### src/rtl/pipe_hazard_ctrl.sv
// Stall/flush/forward controller for a 5-stage RISC-V pipeline with a mul/div wait FSM.
// Define PIPE_PERF_EN to build the stall/flush performance counters; otherwise they read 0.
module pipe_hazard_ctrl #(
  parameter int unsigned MD_TIMEOUT = 64
) (
  input  logic        clk,
  input  logic        rst_n,
  input  logic [4:0]  id_rs1,
  input  logic [4:0]  id_rs2,
  input  logic        id_use_rs1,
  input  logic        id_use_rs2,
  input  logic [4:0]  ex_rs1,
  input  logic [4:0]  ex_rs2,
  input  logic [4:0]  ex_rd,
  input  logic        ex_mem_read,
  input  logic [4:0]  mem_rd,
  input  logic        mem_reg_write,
  input  logic [4:0]  wb_rd,
  input  logic        wb_reg_write,
  input  logic        branch_taken_ex,
  input  logic        md_start,
  input  logic        md_done,
  output logic        stall_pc,
  output logic        stall_if_id,
  output logic        stall_id_ex,
  output logic        flush_if_id,
  output logic        flush_id_ex,
  output logic        flush_ex_mem,
  output logic [1:0]  fwd_a,
  output logic [1:0]  fwd_b,
  output logic        md_err,
  output logic [31:0] stall_cnt,
  output logic [31:0] flush_cnt
);

  // MD_TIMEOUT is expected to be at least 2.
  localparam int unsigned CNT_W = (MD_TIMEOUT > 2) ? $clog2(MD_TIMEOUT) : 1;
  localparam logic [CNT_W-1:0] CNT_LAST = CNT_W'(MD_TIMEOUT - 1);

  typedef enum logic {
    IDLE,
    MD_WAIT
  } state_t;

  state_t           state;
  state_t           state_next;
  logic [CNT_W-1:0] md_cnt;
  logic [CNT_W-1:0] md_cnt_inc;
  logic             cnt_clr;
  logic             cnt_inc;
  logic             err_set;
  logic             load_use;

  function automatic logic [1:0] fwd_sel(
    input logic [4:0] rs,
    input logic       mem_we,
    input logic [4:0] mrd,
    input logic       wb_we,
    input logic [4:0] wrd
  );
    logic [1:0] sel;
    sel = 2'b00;
    if (mem_we && (mrd != 5'd0) && (mrd == rs)) begin
      sel = 2'b10;
    end else if (wb_we && (wrd != 5'd0) && (wrd == rs)) begin
      sel = 2'b01;
    end
    return sel;
  endfunction

  assign fwd_a = fwd_sel(ex_rs1, mem_reg_write, mem_rd, wb_reg_write, wb_rd);
  assign fwd_b = fwd_sel(ex_rs2, mem_reg_write, mem_rd, wb_reg_write, wb_rd);

  assign load_use = ex_mem_read && (ex_rd != 5'd0) &&
                    ((id_use_rs1 && (id_rs1 == ex_rd)) ||
                     (id_use_rs2 && (id_rs2 == ex_rd)));

  assign md_cnt_inc = md_cnt + CNT_W'(1);

  always_ff @(posedge clk or negedge rst_n) begin
    if (!rst_n) begin
      state <= IDLE;
    end else begin
      state <= state_next;
    end
  end

  // The cycle that issues a mul/div already holds the pipeline, so N-cycle ops cost N stall cycles.
  always_comb begin
    state_next   = state;
    stall_pc     = 1'b0;
    stall_if_id  = 1'b0;
    stall_id_ex  = 1'b0;
    flush_if_id  = 1'b0;
    flush_id_ex  = 1'b0;
    flush_ex_mem = 1'b0;
    cnt_clr      = 1'b0;
    cnt_inc      = 1'b0;
    err_set      = 1'b0;
    case (state)
      IDLE: begin
        if (md_start) begin
          cnt_clr = 1'b1;
          if (!md_done) begin
            state_next   = MD_WAIT;
            stall_pc     = 1'b1;
            stall_if_id  = 1'b1;
            stall_id_ex  = 1'b1;
            flush_ex_mem = 1'b1;
          end
        end else if (branch_taken_ex) begin
          flush_if_id = 1'b1;
          flush_id_ex = 1'b1;
        end else if (load_use) begin
          stall_pc    = 1'b1;
          stall_if_id = 1'b1;
          flush_id_ex = 1'b1;
        end
      end
      MD_WAIT: begin
        cnt_inc = 1'b1;
        if (md_done) begin
          state_next = IDLE;
        end else begin
          stall_pc     = 1'b1;
          stall_if_id  = 1'b1;
          stall_id_ex  = 1'b1;
          flush_ex_mem = 1'b1;
          if (md_cnt_inc == CNT_LAST) begin
            err_set    = 1'b1;
            state_next = IDLE;
          end
        end
      end
      default: state_next = IDLE;
    endcase
  end

  always_ff @(posedge clk or negedge rst_n) begin
    if (!rst_n) begin
      md_cnt <= '0;
    end else if (cnt_clr) begin
      md_cnt <= '0;
    end else if (cnt_inc) begin
      md_cnt <= md_cnt_inc;
    end
  end

  always_ff @(posedge clk or negedge rst_n) begin
    if (!rst_n) begin
      md_err <= 1'b0;
    end else if (err_set) begin
      md_err <= 1'b1;
    end
  end

`ifdef PIPE_PERF_EN
  logic any_flush;

  assign any_flush = flush_if_id | flush_id_ex | flush_ex_mem;

  // Both counters saturate rather than wrap.
  always_ff @(posedge clk or negedge rst_n) begin
    if (!rst_n) begin
      stall_cnt <= '0;
      flush_cnt <= '0;
    end else begin
      if (stall_pc && (stall_cnt != 32'hFFFF_FFFF)) begin
        stall_cnt <= stall_cnt + 32'd1;
      end
      if (any_flush && (flush_cnt != 32'hFFFF_FFFF)) begin
        flush_cnt <= flush_cnt + 32'd1;
      end
    end
  end
`else
  assign stall_cnt = '0;
  assign flush_cnt = '0;
`endif

endmodule

### config.mk
export PLATFORM = sky130hd
export DESIGN_NAME = pipe_hazard_ctrl
export DESIGN_NICKNAME = d
export VERILOG_FILES = /design/src/rtl/pipe_hazard_ctrl.sv
export SDC_FILE = /design/constraint.sdc
export NUM_CORES = 1
export LEC_CHECK = 0
export BUFFER_PORTS_ARGS = -buffer_cell sky130_fd_sc_hd__buf_2
export CAP_MARGIN = 20
export CORE_MARGIN = 8
export CORE_UTILIZATION = 38
export DETAILED_ROUTE_END_ITERATION = 7
export PLACE_DENSITY = 0.91
export SLEW_MARGIN = 25
export SYNTH_ARGS = -nofsm -noshare
export SYNTH_HDL_FRONTEND = slang
export SYNTH_SLANG_ARGS = --single-unit
export TNS_END_PERCENT = 5
### constraint.sdc
create_clock -name clk -period 1.9 [get_ports clk]
set_clock_uncertainty 0.2 [all_clocks]
set_input_delay 0.285 -clock clk [delete_from_list [all_inputs] [get_ports clk]]
set_output_delay 0.285 -clock clk [all_outputs]
set_load 0.03 [all_outputs]
==> results of run 1 <==
-- final timing paths --
kind,startpoint,to,slack (ns),depth (start not counted)
max reg2reg,md_cnt[0],state,0.28,4
max,wb_rd[2],fwd_b[0],-0.14,5
min,md_done,state,0.06,2
min reg2reg,md_err,md_err,0.29,1
max in group asynchronous,rst_n,md_cnt[2],1.13,2
min in group asynchronous,rst_n,md_cnt[3],0.20,2
-- routing by layer --
layer	vias up	global-route usage	routed length, um
met2	79	0.223	1940
li1	547	-	-
met5	-	0	0
met4	0	0.0630	116
met3	10	0.0399	405
met1	507	0.112	1110
-- registers in the layout (all words and copies together), names as in the netlist --
register and count:
md_cnt 6, state 1, md_err 1
-- per-stage QoR --
| stage | hold WS (ns) | utilization | worst slack (ns) | cell area [sq um] | instances |
|---|---|---|---|---|---|
| floorplan | -0.211 | - | -0.139 | 1600 | 222 |
| global placement | -0.0656 | 0.466 | -0.242 | 1550 | 273 |
| finish | 0.0597 | 0.508 | -0.144 | 1700 | 278 |
| detailed placement | -0.0643 | 0.466 | -0.291 | 1550 | 273 |
| CTS | 0.0507 | 0.501 | -0.151 | 1670 | 278 |
| global route | 0.0477 | 0.508 | -0.205 | 1700 | 278 |
-- critical path, stage by stage --
cell    delay [ns]
buf_4         0.13
xor2_1        0.14
or4_4         0.54
nor4_4        0.29
buf_6         0.17
-- synth_stat cells, drive strengths merged, types with 4 or more instances --
master / number
nor2: 4
nor4: 6
inv: 4
xnor2: 9
buf: 66
or4: 6
xor2: 25
nand2: 5
dfrtp: 8
nand3: 5
o21ai: 8
-- cell families after synthesis --
kind of cell               share of synthesized area
buffers and inverters                          0.388
DFF                                            0.152
other                                        0.00285
AOI/OAI and AO/OA                             0.0780
adders and majority gates                     0.0190
xor gates and xnor gates                       0.226
and+or+nand+nor                                0.134
-- report_power, final --
group | leakage (nW) | total [W] | internal, W | switching (W)
Sequential | 0.108 | 0.000192 | 0.000181 | 0.0000118
Combinational | 0.801 | 0.000436 | 0.000127 | 0.000309
Clock | 0.0138 | 0.000126 | 0.0000720 | 0.0000539
Total | 0.922 | 0.000754 | 0.000379 | 0.000375
-- layout make-up --
type	count	area (sq um)
Timing Repair Buffer	73	455
Clock buffer	3	22.5
Fill cell	341	1640
Inverter	4	15.0
Multi-Input combinational cell	144	945
Tap cell	46	57.6
Sequential cell	8	200
-- layout by cell type (no fill, tap or decap) --
cell type | netlist | layout
conb_1 | 1 | 64
buf_2 | 0 | 47
xor2_1 | 25 | 25
buf_4 | 66 | 19
xnor2_1 | 9 | 9
dfrtp_1 | 8 | 8
buf_6 | 0 | 6
nand3_1 | 5 | 5
nand2_1 | 5 | 5
o21ai_0 | 6 | 5
inv_1 | 4 | 4
or4_4 | 1 | 4
nor4_4 | 0 | 4
nor2_1 | 4 | 3
clkbuf_4 | 0 | 3
o21ai_1 | 1 | 2
and3_1 | 2 | 2
nor4_2 | 2 | 2
or4_1 | 5 | 2
ha_1 | 2 | 2
o21ai_4 | 0 | 1
nor2_2 | 0 | 1
a311oi_1 | 1 | 1
and2_0 | 1 | 1
a32oi_2 | 0 | 1
o22ai_2 | 0 | 1
o41ai_2 | 0 | 1
a41o_1 | 1 | 1
a21o_1 | 1 | 1
a22o_1 | 1 | 1
dlygate4sd3_1 | 0 | 1
-- repair_timing --
action	4_1_cts	5_1_grt
resized for setup	19	5
hold buffers	1	0
pin swaps	7	2
buffers inserted	1	0
endpoints found under the setup margin	7	8
hold endpoints to repair	8	0
==> impl_metrics.yaml, run 1 <==
run:
  cap_viol_max_count: 0
synthesis:
  synth.avg_cell_area_sq_um: 8.28
  synth.largest_area_cell: "buf_4"
  synth_cells: 159
  synth_area_leaders: "buf_4 38%, xor2_1 17%, dfrtp_1 15%"
  synth_top_area_frac: 0.376
  async_flop_share: 1.00
  ys_types: 26
  yosys_most_used_dff: "dfrtp_1"
  synth_edf_count: 0
  synth-seq-cells: 8
  mappedNetlistArea_sq_um: 1320
  synth_warnings: 0
  ys_seq_area_frac: 0.152
floorplan:
  rows: 21
  die_height_um: 74.9
  initial_utilization: 0.394
  coreArea_sq_um: 3340
  io_pins: 120
  die_w_um: 74.9
  die-area_sq_um: 5600
global_routing:
  grt_pass1_vias: 1248
  antenna_found_initial: 0
  gr-usage-all-layers: 0.120
  grt_max_degree: 9
  grt-ovfl-total: 0
  grt_pass1_wl_um: 5200
cells_and_area:
  fin_nets: 281
  drive_gt1_frac: 0.388
  diodes: 0
  syn_to_final_growth_pct: 28.8
cts:
  insertion_delay_ns: 0.26
  cts-buffers-inserted: 3
  root_buffer: "clkbuf_4"
  numClockSinks: 8
  clk_pin_slew_ns: 0.05
  cts_buffer_depth: 2
  htree_num_levels: 1
  cts_tree: "built"
route:
  drc: 0
  via_count: 1143
  avgViaCountPerCell: 4.11
  routed_wl_um: 3570
  wl_per_cell_um: 12.8
  drt_iter0_markers: 63
  dr.pass1.iters: 4
  ant_nets: 0
setup_path:
  arrival_ns: 1.56
  crit_required_ns: 1.41
  path_class: "primary input to primary output"
  worstSetupEndpointType: "primary output"
  start_kind: "primary input"
  crit_fanout: 3
pwr:
  ir_worst_vdd_v: 0.000160
  power_density_nw_per_um2: 445
  p_leak_nw: 0.922
  power_w: 0.000754
timing:
  final.setup.tns_ns: -0.671
  rsz0062_at_grt: "yes"
  finalMaxSlewViolations: 0
  clock.fmax_mhz: 489
  post-route-min-period_ns: 2.04
  timing.final.ws_setup_ns: -0.144
  setup_viol_count_final: 6
  period_share: 1.08
  finalHoldViolCount: 0
status:
  violations: "setup timing"
  status: "finished, violations left"
worst_hold_path:
  min-delay-path-class: "primary input to flip-flop"
place:
  place_congestion: 0.855
  portBuffers: 55
  hpwl_um: 3220
(Power assumes the default switching activity.)
==> run 2, diff against run 1 <==
--- a/config.mk
+++ b/config.mk
@@ -10,7 +10,8 @@
 export CORE_MARGIN = 8
 export CORE_UTILIZATION = 38
 export DETAILED_ROUTE_END_ITERATION = 7
-export PLACE_DENSITY = 0.91
+export MAX_ROUTING_LAYER = met4
+export PLACE_DENSITY = 0.82
 export SLEW_MARGIN = 25
 export SYNTH_ARGS = -nofsm -noshare
 export SYNTH_HDL_FRONTEND = slang
==> run 2 against run 1 <==
Compared with the run above:
- the run still ends with setup timing left
- non-clock buffer count decreased by 1
- final cell count fell by 0.36%
- count of clock-buffer cells in the layout stayed put
- power rose by 0.89%
- final area increased by 1.9%
- first-iteration DRC count decreased by 57%
- die area unchanged
==> impl_metrics.yaml, run 2 (synthesis gave the netlist of run 1 again) <==
setup_path:
  startpoint: "wb_rd[4]"
  path_class: "primary input to primary output"
  crit_fanout: 3
  worstSetupEndpointType: "primary output"
  crit_required_ns: 1.41
  reg2reg_from: "md_cnt[0]"
  ff2ff_path_depth: 4
  start_kind: "primary input"
  arrival_ns: 1.56
route:
  avgViaCountPerCell: 4.02
  via_count: 1113
  routed_wl_um: 3370
  wl_per_cell_um: 12.2
  ant_nets: 0
  dr.pass1.iters: 4
  drt_iter0_markers: 27
  drc: 0
  routed-wl-met3_um: 196
  met2_length_um: 1920
  top_layer: "met4"
  met1_length_um: 1200
worst_hold_path:
  hp-start: "md_done"
  hold_depth: 2
  min-delay-path-class: "primary input to flip-flop"
global_routing:
  grt_pass1_vias: 1183
  grt-ovfl-total: 0
  antenna_found_initial: 0
  grt_max_degree: 10
  grt_pass1_wl_um: 4890
  gr-usage-all-layers: 0.113
floorplan:
  rows: 21
  die_w_um: 74.9
  die_height_um: 74.9
  initial_utilization: 0.394
  coreArea_sq_um: 3340
  io_pins: 120
  die-area_sq_um: 5600
cells_and_area:
  drive_gt1_frac: 0.385
  reg_top3: "md_cnt (6), md_err (1), state (1)"
  layout_common_cells: "64 x conb_1, 40 x buf_2, 25 x xor2_1, 20 x buf_4, 11 x buf_6"
  syn_to_final_growth_pct: 31.3
  final_common_cell: "conb_1"
  fin_util: 0.518
  fin_nets: 280
  top_register: "md_cnt"
  diodes: 0
  largest_register_ffs: 6
place:
  dp_slack_ns: -0.276
  hpwl_um: 2990
  place_congestion: 0.864
  portBuffers: 55
cts:
  cts-buffers-inserted: 3
  numClockSinks: 8
  htree_num_levels: 1
  root_buffer: "clkbuf_4"
  cts_tree: "built"
  insertion_delay_ns: 0.25
  cts_setup_buffers: 0
  clk_pin_slew_ns: 0.05
  cts_buffer_depth: 2
timing:
  timing.final.ws_setup_ns: -0.147
  rsz0062_at_grt: "yes"
  finalMaxSlewViolations: 0
  setup_viol_count_final: 5
  post-route-min-period_ns: 2.05
  clock.fmax_mhz: 489
  finalHoldViolCount: 0
  period_share: 1.08
status:
  violations: "setup timing"
  status: "finished, violations left"
pwr:
  sequentialPowerShare: 0.254
  p_int_w: 0.000388
  comb_power_share: 0.578
  ir_worst_vdd_v: 0.000211
  power_w: 0.000761
  p_leak_nw: 0.937
  pwr-share-clk: 0.168
  power_density_nw_per_um2: 440
  power.switching_w: 0.000373
  swShare: 0.490
run:
  cap_viol_max_count: 0
[run 2: cell types whose count changed in the layout (fill, tap and decap cells not counted), sizes merged]
cell / change
buf: -1
[run 2: timing repair]
| item | 4_1_cts | 5_1_grt |
|---|---|---|
| endpoints found under the setup margin | 7 | 7 |
| pin swaps | 4 | 6 |
| hold buffers | 1 | 0 |
| resized for setup | 15 | 16 |
| hold endpoints to repair | 8 | 0 |
[run 2: final timing paths]
path | end | slack, ns
max | fwd_b[0] | -0.15
min | state | 0.03
max reg2reg | md_err | 0.30
min reg2reg | md_err | 0.27
max in group asynchronous | md_cnt[1] | 1.14
min in group asynchronous | md_cnt[4] | 0.19
[run 2: stage by stage]
step | TNS, ns | std cells | hold WS (ns) | area [sq um]
2_1_floorplan | -0.402 | 222 | -0.211 | 1600
3_3_place_gp | -0.985 | 273 | -0.0674 | 1550
3_5_place_dp | -1.15 | 273 | -0.0668 | 1550
4_1_cts | -0.683 | 277 | 0.0265 | 1650
5_1_grt | -0.934 | 277 | 0.0471 | 1730
6_report | -0.572 | 277 | 0.0300 | 1730
[run 2: power groups by stage]
stage	registers, W	clock network [W]	logic, W
after floorplan	0.000194	0	0.000382
after global placement	0.000195	0	0.000391
after detailed placement	0.000196	0	0.000398
after CTS	0.000193	0.000132	0.000415
after global routing	0.000195	0.000135	0.000470
final	0.000193	0.000128	0.000439
[run 2: critical path, cell delays in order]
cell and delay (ns):
buf_2 0.12, xor2_1 0.15, or4_4 0.53, nor4_4 0.30, buf_6 0.17
[run 2: layout make-up]
type | count | area (sq um)
fill | 336 | 1610
sequential | 8 | 200
tap | 46 | 57.6
timing repair buffer | 72 | 484
inverter | 4 | 15.0
multi-input combinational | 144 | 948
clock buffer | 3 | 22.5
[run 2: routing by layer]
layer / vias up / global-route usage
li1: 546 / -
met1: 502 / 0.116
met2: 60 / 0.207
met3: 5 / 0.0120
met4: 0 / 0.0522
met5: - / -
==> run 3, diff against run 2 <==
==> constraint.sdc (replaced) <==
create_clock -name clk -period 2.3 [get_ports clk]
set_clock_uncertainty 0.2 [all_clocks]
set_input_delay 0.345 -clock clk [delete_from_list [all_inputs] [get_ports clk]]
set_output_delay 0.345 -clock clk [all_outputs]
set_load 0.03 [all_outputs]
==> run 3 against run 2 <==
Compared with the run above:
- the flow now finishes without violations
- register-to-register slack gained 0.42 ns
- routed wire length down 3.9%
- power decreased by 23%
- non-clock buffer count down 12
==> impl_metrics.yaml, run 3 (synthesis gave the netlist of run 1 again) <==
status:
  status: "complete, no violations"
cts:
  numClockSinks: 8
  cts-buffers-inserted: 3
  root_buffer: "clkbuf_4"
  cts_tree: "built"
  cts_buffer_depth: 2
  clk_pin_slew_ns: 0.06
  htree_num_levels: 1
  cts_setup_buffers: 0
  insertion_delay_ns: 0.26
cells_and_area:
  reg_top3: "md_cnt (6), md_err (1), state (1)"
  fin_nets: 268
  regArea_sq_um: 200
  fin_util: 0.446
  final_cell_count_no_fill: 265
  fillers: 350
  diodes: 0
  drive_gt1_frac: 0.315
  top_register: "md_cnt"
  final_common_cell: "conb_1"
  multi_input_area_sq_um: 870
  layout_common_cells: "64 x conb_1, 52 x buf_2, 25 x xor2_1, 9 x xnor2_1, 8 x dfrtp_1"
  syn_to_final_growth_pct: 13.0
  largest_register_ffs: 6
pwr:
  power_density_nw_per_um2: 394
  swShare: 0.506
  comb_power_share: 0.539
  sequentialPowerShare: 0.274
  ir_worst_vdd_v: 0.000111
  power.switching_w: 0.000296
  pwr-share-clk: 0.186
  p_int_w: 0.000289
  p_leak_nw: 0.836
route:
  avgViaCountPerCell: 4.04
  drt_iter0_markers: 26
  dr.pass1.iters: 4
  routed_wl_um: 3240
  ant_nets: 0
  drc: 0
  wl_per_cell_um: 12.2
  via_count: 1071
place:
  dp_slack_ns: 0.0149
  placedCellCount: 261
  hpwl_um: 2980
  place_congestion: 0.790
  portBuffers: 55
floorplan:
  die_w_um: 74.9
  die-area_sq_um: 5600
  rows: 21
  io_pins: 120
  initial_utilization: 0.394
  coreArea_sq_um: 3340
  die_height_um: 74.9
timing:
  timing.final.ws_setup_ns: 0.0719
  period_share: 0.969
  clock.fmax_mhz: 449
  finalMaxSlewViolations: 0
  finalHoldViolCount: 0
  setup_viol_count_final: 0
  post-route-min-period_ns: 2.23
setup_path:
  start_kind: "primary input"
  worstSetupEndpointType: "primary output"
  cp_top_family: "simple AND/OR/NAND/NOR gates"
  crit_fanout: 2
  max_stage_delay_ns: 0.53
  crit_required_ns: 1.75
  cp_slowest_cell: "or4_4"
  cp_common_cell: "nor4_2"
  arrival_ns: 1.68
  path_cells: "buf_2, or4_4, o21ai_4, nor4_2, nor4_2, buf_4"
  path_buf_inv: 2
  path_class: "primary input to primary output"
worst_hold_path:
  min-delay-path-class: "primary input to flip-flop"
global_routing:
  antenna_found_initial: 0
  grt_pass1_wl_um: 4780
  busiest_layer: "met2"
  grt-ovfl-total: 0
  grtUsageMet3: 0.0280
  use_met2: 0.209
  grt_pass1_vias: 1137
  gr-usage-all-layers: 0.111
  use_met1: 0.110
  grt_max_degree: 9
run:
  cap_viol_max_count: 0
-- run 3: layer usage --
metal	up-vias	wire length (um)
li1	520	-
met1	482	1130
met2	67	1750
met3	2	345
met4	0	9
met5	-	0
-- run 3: area by class of cell --
class,instances,area share
sequential,8,0.135
clock buffer,3,0.0151
multi-input combinational,144,0.585
timing repair buffer,60,0.217
inverter,4,0.0101
tap,46,0.0387
-- run 3: stage by stage --
stage	area [sq um]	total power (W)	TNS, ns	hold WS [ns]
finish	1490	0.000586	0	0.0869
global route	1490	0.000628	-0.0114	0.0845
CTS	1470	0.000585	0	0.0833
detailed placement	1440	0.000471	0	-0.00447
global placement	1440	0.000465	0	-0.00749
floorplan	1570	0.000470	-0.184	-0.151
-- run 3: power by group through the flow --
stage | Clock, W | Combinational [W] | Sequential, W
2_1_floorplan | 0 | 0.000310 | 0.000160
3_3_place_gp | 0 | 0.000302 | 0.000163
3_5_place_dp | 0 | 0.000307 | 0.000163
4_1_cts | 0.000116 | 0.000309 | 0.000161
5_1_grt | 0.000124 | 0.000341 | 0.000163
6_report | 0.000109 | 0.000316 | 0.000161
-- run 3: path summary, 6_finish.rpt --
check,cells past startpoint,endpoint,slack (ns),startpoint
min in group asynchronous,2,state,0.25,rst_n
worst min register to register,1,md_err,0.26,md_err
worst min-delay path,2,state,0.09,md_done
max in group asynchronous,2,md_cnt[4],1.47,rst_n
worst max register to register,4,state,0.72,md_cnt[0]
worst max-delay path,6,fwd_a[0],0.07,mem_rd[1]
-- run 3: repair_timing --
action,4_1_cts,5_1_grt
endpoints found under the hold margin,8,0
setup endpoints to repair,0,3
resized for setup,0,7
hold buffers,1,0
